$ cat config.mk
export PLATFORM = sky130hd
export DESIGN_NAME = serial_sub_ctrl
export DESIGN_NICKNAME = d
export VERILOG_FILES = /design/src/rtl/serial_sub_ctrl.sv
export SDC_FILE = /design/constraint.sdc
export NUM_CORES = 1
export LEC_CHECK = 0
export CORE_UTILIZATION = 35
export CTS_CLUSTER_SIZE = 8
export DETAILED_ROUTE_END_ITERATION = 8
export GPL_ROUTABILITY_DRIVEN = 0
export PLACE_DENSITY = 0.64
export SLEW_MARGIN = 5
export SYNTH_ARGS = -nofsm -noshare
export SYNTH_HDL_FRONTEND = slang
export SYNTH_HIERARCHICAL = 1
export SYNTH_SLANG_ARGS = --single-unit
$ cat constraint.sdc
create_clock -name clk -period 1.9 [get_ports clk]
set_clock_uncertainty 0.05 [all_clocks]
set_input_delay 0.57 -clock clk [delete_from_list [all_inputs] [get_ports clk]]
set_output_delay 0.57 -clock clk [all_outputs]
set_load 0.01 [all_outputs]
$ cat src/rtl/serial_sub_ctrl.sv
// Bit-serial subtractor controller: one FULL_SUB cell walks WIDTH-bit operands LSB first.
// Optional compare flags (eq/lt) are built when SERIAL_SUB_CMP_EN is defined.

module FULL_SUB (
  input  logic a,
  input  logic b,
  input  logic bin,
  output logic d,
  output logic bout
);
  assign d    = a ^ b ^ bin;
  assign bout = (~a & (b | bin)) | (b & bin);
endmodule

// state | meaning
// IDLE  | ready for start; operands latched on accepted start
// RUN   | one bit per edge through the cell, borrow chained in brw
// DONE  | done pulse, d/bout valid; returns to IDLE unconditionally
module serial_sub_ctrl #(
  parameter int WIDTH = 8
) (
  input  logic             clk,
  input  logic             rst,
  input  logic             start,
  input  logic [WIDTH-1:0] a,
  input  logic [WIDTH-1:0] b,
  input  logic             bin,
  output logic             ready,
  output logic             busy,
  output logic             done,
  output logic [WIDTH-1:0] d,
  output logic             bout
`ifdef SERIAL_SUB_CMP_EN
  ,
  output logic             eq,
  output logic             lt
`endif
);

  localparam int CW = $clog2(WIDTH) + 1;
  localparam logic [CW-1:0] LAST = CW'(WIDTH - 1);

  typedef enum logic [1:0] {IDLE, RUN, DONE} state_t;

  state_t           state;
  logic [WIDTH-1:0] a_sh;
  logic [WIDTH-1:0] b_sh;
  logic [WIDTH-1:0] d_sh;
  logic [WIDTH-1:0] d_sh_nxt;
  logic             brw;
  logic [CW-1:0]    cnt;
  logic             cell_d;
  logic             cell_bout;

  FULL_SUB u_cell (
    .a    (a_sh[0]),
    .b    (b_sh[0]),
    .bin  (brw),
    .d    (cell_d),
    .bout (cell_bout)
  );

  // Shift form keeps the expression legal when WIDTH is 1.
  assign d_sh_nxt = (d_sh >> 1) | (WIDTH'(cell_d) << (WIDTH - 1));

  assign ready = (state == IDLE);
  assign busy  = (state != IDLE);

  always_ff @(posedge clk) begin
    if (rst) begin
      state <= IDLE;
      a_sh  <= '0;
      b_sh  <= '0;
      d_sh  <= '0;
      brw   <= 1'b0;
      cnt   <= '0;
      done  <= 1'b0;
      d     <= '0;
      bout  <= 1'b0;
`ifdef SERIAL_SUB_CMP_EN
      eq    <= 1'b0;
      lt    <= 1'b0;
`endif
    end else begin
      case (state)
        IDLE: begin
          done <= 1'b0;
          if (start) begin
            a_sh  <= a;
            b_sh  <= b;
            brw   <= bin;
            d_sh  <= '0;
            cnt   <= '0;
            state <= RUN;
          end
        end
        RUN: begin
          a_sh <= a_sh >> 1;
          b_sh <= b_sh >> 1;
          d_sh <= d_sh_nxt;
          brw  <= cell_bout;
          cnt  <= cnt + CW'(1);
          if (cnt == LAST) begin
            d     <= d_sh_nxt;
            bout  <= cell_bout;
            done  <= 1'b1;
            state <= DONE;
`ifdef SERIAL_SUB_CMP_EN
            eq    <= (d_sh_nxt == '0) && !cell_bout;
            lt    <= cell_bout;
`endif
          end
        end
        DONE: begin
          done  <= 1'b0;
          state <= IDLE;
        end
        default: begin
          done  <= 1'b0;
          state <= IDLE;
        end
      endcase
    end
  end

endmodule

* After elaboration in Yosys (flattened, before gate mapping) *
Index checks and enable logic that the tools add are counted.

operators by class
  bitwise gates (word level) = 9
  muxes and demuxes = 13
  reductions and logical operators = 7
  add/sub/neg operators = 1
  eq/ne operators = 4

operator list
  kind                 number
  $pmux 8 s2           3
  $mux 8               3
  $or 7x8->8           1
  $pmux 4 s2           1
  $reduce_and 2->1     3
  $add 4x1->4 const B  1
  $eq 4x3->1 const B   1
  $mux 2               2
  $mux 4               1
  $ne 2x2->1 const B   2
  $pmux 2 s2           1
  $reduce_bool 2->1    2
  $and 1x1->1          2
  $eq 2x1->1 const B   1
  $logic_not 2->1      1
  $not 1->1            2
  $or 1x1->1           2
  $pmux 1 s2           1
  $reduce_or 2->1      1
  $xor 1x1->1          2
  $mux 1               1

word-level totals
  input port bits = 20
  output and inout port bits = 12
  register bits after elaboration = 41
  logic and storage cells = 43

* Depth between registers and ports, before layout *
  word-level depth = 4
  depth in mapped cells = 6
  gate-level depth less buffers = 6

* Cells and area by module *
Netlist, hierarchy kept.

by module, submodules not included
  module           cells an instance  area each (um2)  times used  sequential area each (um2)
  serial_sub_ctrl  175                1611.5           1           800.8
  FULL_SUB         3                  27.5             1           0.0

* Worst setup path after synthesis *
No wires, ideal clock.

  path kind = input-to-reg
  start = in start
  end = reg a_sh[4]
  setup time = 0.122 ns
  path buffers = 3
  cell stages on the path = 6
  setup slack = 0.257 ns
  data required time = 1.728 ns
  arrival = 1.472 ns
  cells stage by stage = buf_2 o21ba_1 buf_4 nor2_2 buf_4 a221o_1

on the way
  word-level cells in the longest chain between the ends = 2

RTL lines
  what                        RTL line  text
  start: declaration          24        input logic start,
  $ne 2x2->1 (no line)        --
  $reduce_and 2->1 (no line)  --
  end signal: assignment      98        a_sh <= a_sh >> 1;
  end: declaration            46        logic [WIDTH-1:0] a_sh;

Every way passes these cells.
A chain may end at the register's enable or synchronous reset.

* Final worst setup path *
  start = reg done
  end = out done

RTL lines
  what                      RTL line  text
  start: declaration        30        output logic done,
  start signal: assignment  77        done <= 1'b0;
  start signal: assignment  87        done <= 1'b0;
  start signal: assignment  106       done <= 1'b1;

No word-level cell between the ends.

==> summary.md <==
| Metric | Value |
|---|---|
| Fillers | `450` |
| Final hold slack | `approximately 0.4 ns` |
| Clk slew on worst S/H paths | `roughly 0.070 ns` |
| Multi-input logic area | `728 µm²` |
| CTS tree | `done` |
| IO Pins | `32` |
| Hold Path End | `done$_SDFFE_PP0N_` |
| Synthesized area per cell | `slightly above 9 µm²` |
| Count leader, synth | `dfxtp_1` |
| Register area | `around 800 µm²` |
| Worst-Skew Late Latency | `0.29 ns` |
| Sequential share of the synthesized area | `between 40% and 50%` |
| Wire length on met2 | `1.46 mm` |
| Hold wc startpoint | `done$_SDFFE_PP0N_` |
| Core box area | `between 4000 and 5000 µm²` |
| Pre-antenna DRT Iters | `4` |
| Reg-to-reg startpoint | `a_sh[0]$_SDFFE_PP0P_` |
| Initial antenna violation count | `0` |
| Placement Setup Slack | `-0.248 ns` |
| H-tree depth | `2` |
| Vias post-DR | `approximately 1,400` |
| First-pass GRT wire length | `5.88 mm` |
| IO buf count | `31` |
| Largest net degree at the start of global routing | `22` |
| GRT Total Usage | `15.3%` |
| Avg WL per Cell | `~12 µm` |
| Setup CP Type | `register to primary output` |
| Commonest cells post-synth | `40 x dfxtp_1, 20 x nor2_1, 13 x inv_1` |
| Total power | `between 1.5 and 2 mW` |
| Post-route minimum period | `around 1.8 ns` |
| Critical Path RT | `approximately 1.3 ns` |
| Initial Util | `between 30% and 40%` |
| CP max stage delay | `around 0.53 ns` |
| Wl on met1 | `around 1.8 mm` |
| Row count | `24` |
| CTS Root Cell | `clkbuf_8` |
| Area leader, netlist | `dfxtp_1` |
| Worst-path fanout max | `2` |
| Synth Net Count | `200` |
| WP buf/inv | `1` |
| Worst hold path type | `register to register` |
| Total gr overflow | `0` |
| Clock buffer depth | `2` |
| Slowest CP cell | `clkdlybuf4s50_1` |
| CP Capture Type | `primary output` |
| Top FF cell, synth | `dfxtp_1` |
| Ant diodes | `0` |
| Top sig layer | `met4` |
| Synth area leaders | `dfxtp_1 49%, a211oi_1 4.6%, nor2_1 4.6%, or3_1 3.8%, a22o_1 3.7%` |
| Max Slew Vio Count | `0` |
| CP top delay family | `buffers and inverters` |
| Final Hold Viols | `0` |
| Post-route cell area | `~2200 µm²` |
| WP data arrival | `roughly 1.2 ns` |
| Layout cell share with drive strength beyond 1 | `around 11%` |
| Sink Count | `40` |
| R2R Setup Slk | `0.28 ns` |
| Setup bufs post-CTS | `0` |
| Worst-path cell chain | `clkdlybuf4s50_1` |
| Number of flops mapped to enable cells by yosys | `0` |
| Cells after Synth | `between 150 and 200` |
| Library cells used by synthesis | `32` |
| Vias in the first global route | `around 1,300` |
| RSZ-0062 raised after global routing | `no` |
| Worst r2r dst | `d[7]$_SDFFE_PP0P_` |
| WL met3 | `106 µm` |
| Final #Nets | `~240` |
| #FFs+latches synth | `40` |
| PD cells | `~800 nW/µm²` |
| Max VDD drop | `between 0.2 and 0.3 mV` |
| Period Utilization, post-route | `between 90 and 100%` |
| Top cell type's share of synthesized area | `48.9%` |
| Worst setup margin | `~0.13 ns` |
| Antenna viol nets, final | `0` |
| DRC viols | `0` |
| Run status | `finished clean` |
| Post-CTS Hold Buffers | `0` |
| Worst Max-Slew Pin Slew | `0.494 ns` |
| Final setup vio count | `0` |
| Fmax | `between 0.5 and 0.6 GHz` |
| Die Y-Extent | `~70 µm` |
| DP Area | `roughly 2100 µm²` |
| Die X | `~70 µm` |
| Die area | `approximately 5000 µm²` |
| Leakage | `just over 0.8 nW` |
| WL final | `3.36 mm` |
| Worst Setup Start Kind | `register` |
| YS warnings | `6` |
| Max-Cap Viols | `0` |
| Drt via density | `between 5 and 6` |
| Slew headroom | `between 60 and 70%` |
| Area Overhead vs Synth | `32.3%` |
| Initial DRC Count | `120` |
| WHS Path Cells | `2` |
| R2R cell count | `6` |
| Cell Area, Synth | `around 1600 µm²` |
| Asr flop ratio synth | `0%` |
| TritonCTS Buffers | `5` |
| Dpl hpwl | `between 2 and 2.5 mm` |
-- cell usage in the layout (no fill, tap or decap), drive strengths merged, types with 2 or more instances in the layout --
master,n
dfxtp,40
clkdlybuf4s50,29
nor2,21
buf,16
inv,13
or3,10
a211oi,10
o21ai,9
a21oi,9
clkbuf,8
a22o,7
o2bb2ai,6
and2,6
a221o,6
nand2,3
nand3b,3
o22ai,3
a22oi,3
clkinv,2
nand2b,2
a31oi,2
nand3,2
dlygate4sd2,2
-- power by group --
part	total [mW]	switching [mW]	internal, mW	leakage (nW)
Combinational	0.254	0.126	0.127	0.436
Clock	0.575	0.279	0.296	0.0455
Sequential	0.908	0.0260	0.882	0.326
Total	1.74	0.431	1.31	0.808
-- area by class of cell --
cell class,count,area share [%]
flip-flops and latches,40,36.9
multi-input cells,111,33.6
repair buffers,47,19.7
clock buffers,8,4.15
well taps,52,3.00
inverters,15,2.60
-- state kept, by name (all words and copies together), names as in the netlist --
register,cells
a_sh,8
cnt,4
done,1
b_sh,8
bout,1
d,8
brw,1
state,2
d_sh,7
-- routing by layer --
metal	GRT usage, %	up-vias
li1	-	722
met1	21.0	629
met2	21.7	24
met3	4.76	4
met4	6.67	0
met5	0	-
-- per-stage QoR --
step / TNS [ns] / std cells / utilization, %
2_1_floorplan: 0 / 178 / -
3_3_place_gp: -2.16 / 265 / 47.1
3_5_place_dp: -2.74 / 265 / 47.1
4_1_cts: 0 / 273 / 49.1
5_1_grt: 0 / 273 / 49.1
6_report: 0 / 273 / 49.1
-- kinds of logic after synthesis --
| kind of cell | synth area share, % |
|---|---|
| buffers and inverters | 6.87 |
| multiplexers | 0.611 |
| flip-flops | 48.9 |
| adder cells (fa/ha/maj) | 1.98 |
| AO/OA/AOI/OAI | 25.5 |
| AND/OR/NAND/NOR | 16.2 |
-- worst max-delay path by stage --
stage / cells past startpoint / startpoint / to / slack [ns]
2_1_floorplan: 6 / start / a_sh[4]$_SDFFE_PP0P_ / 0.26
6_report: 1 / done$_SDFFE_PP0N_ / done / 0.13
4_1_cts: 3 / rst / a_sh[3]$_SDFFE_PP0P_ / 0.06
5_1_grt: 4 / state[0]$_SDFFE_PP0P_ / ready / 0.03
3_5_place_dp: 3 / rst / a_sh[3]$_SDFFE_PP0P_ / -0.25
3_3_place_gp: 3 / rst / a_sh[0]$_SDFFE_PP0P_ / -0.19
-- repair_timing --
action,in CTS,in global routing
endpoints found under the setup margin,2,11
pin swaps,0,0
resized for setup,2,1
No activity file was read; power rests on OpenSTA's default activity.
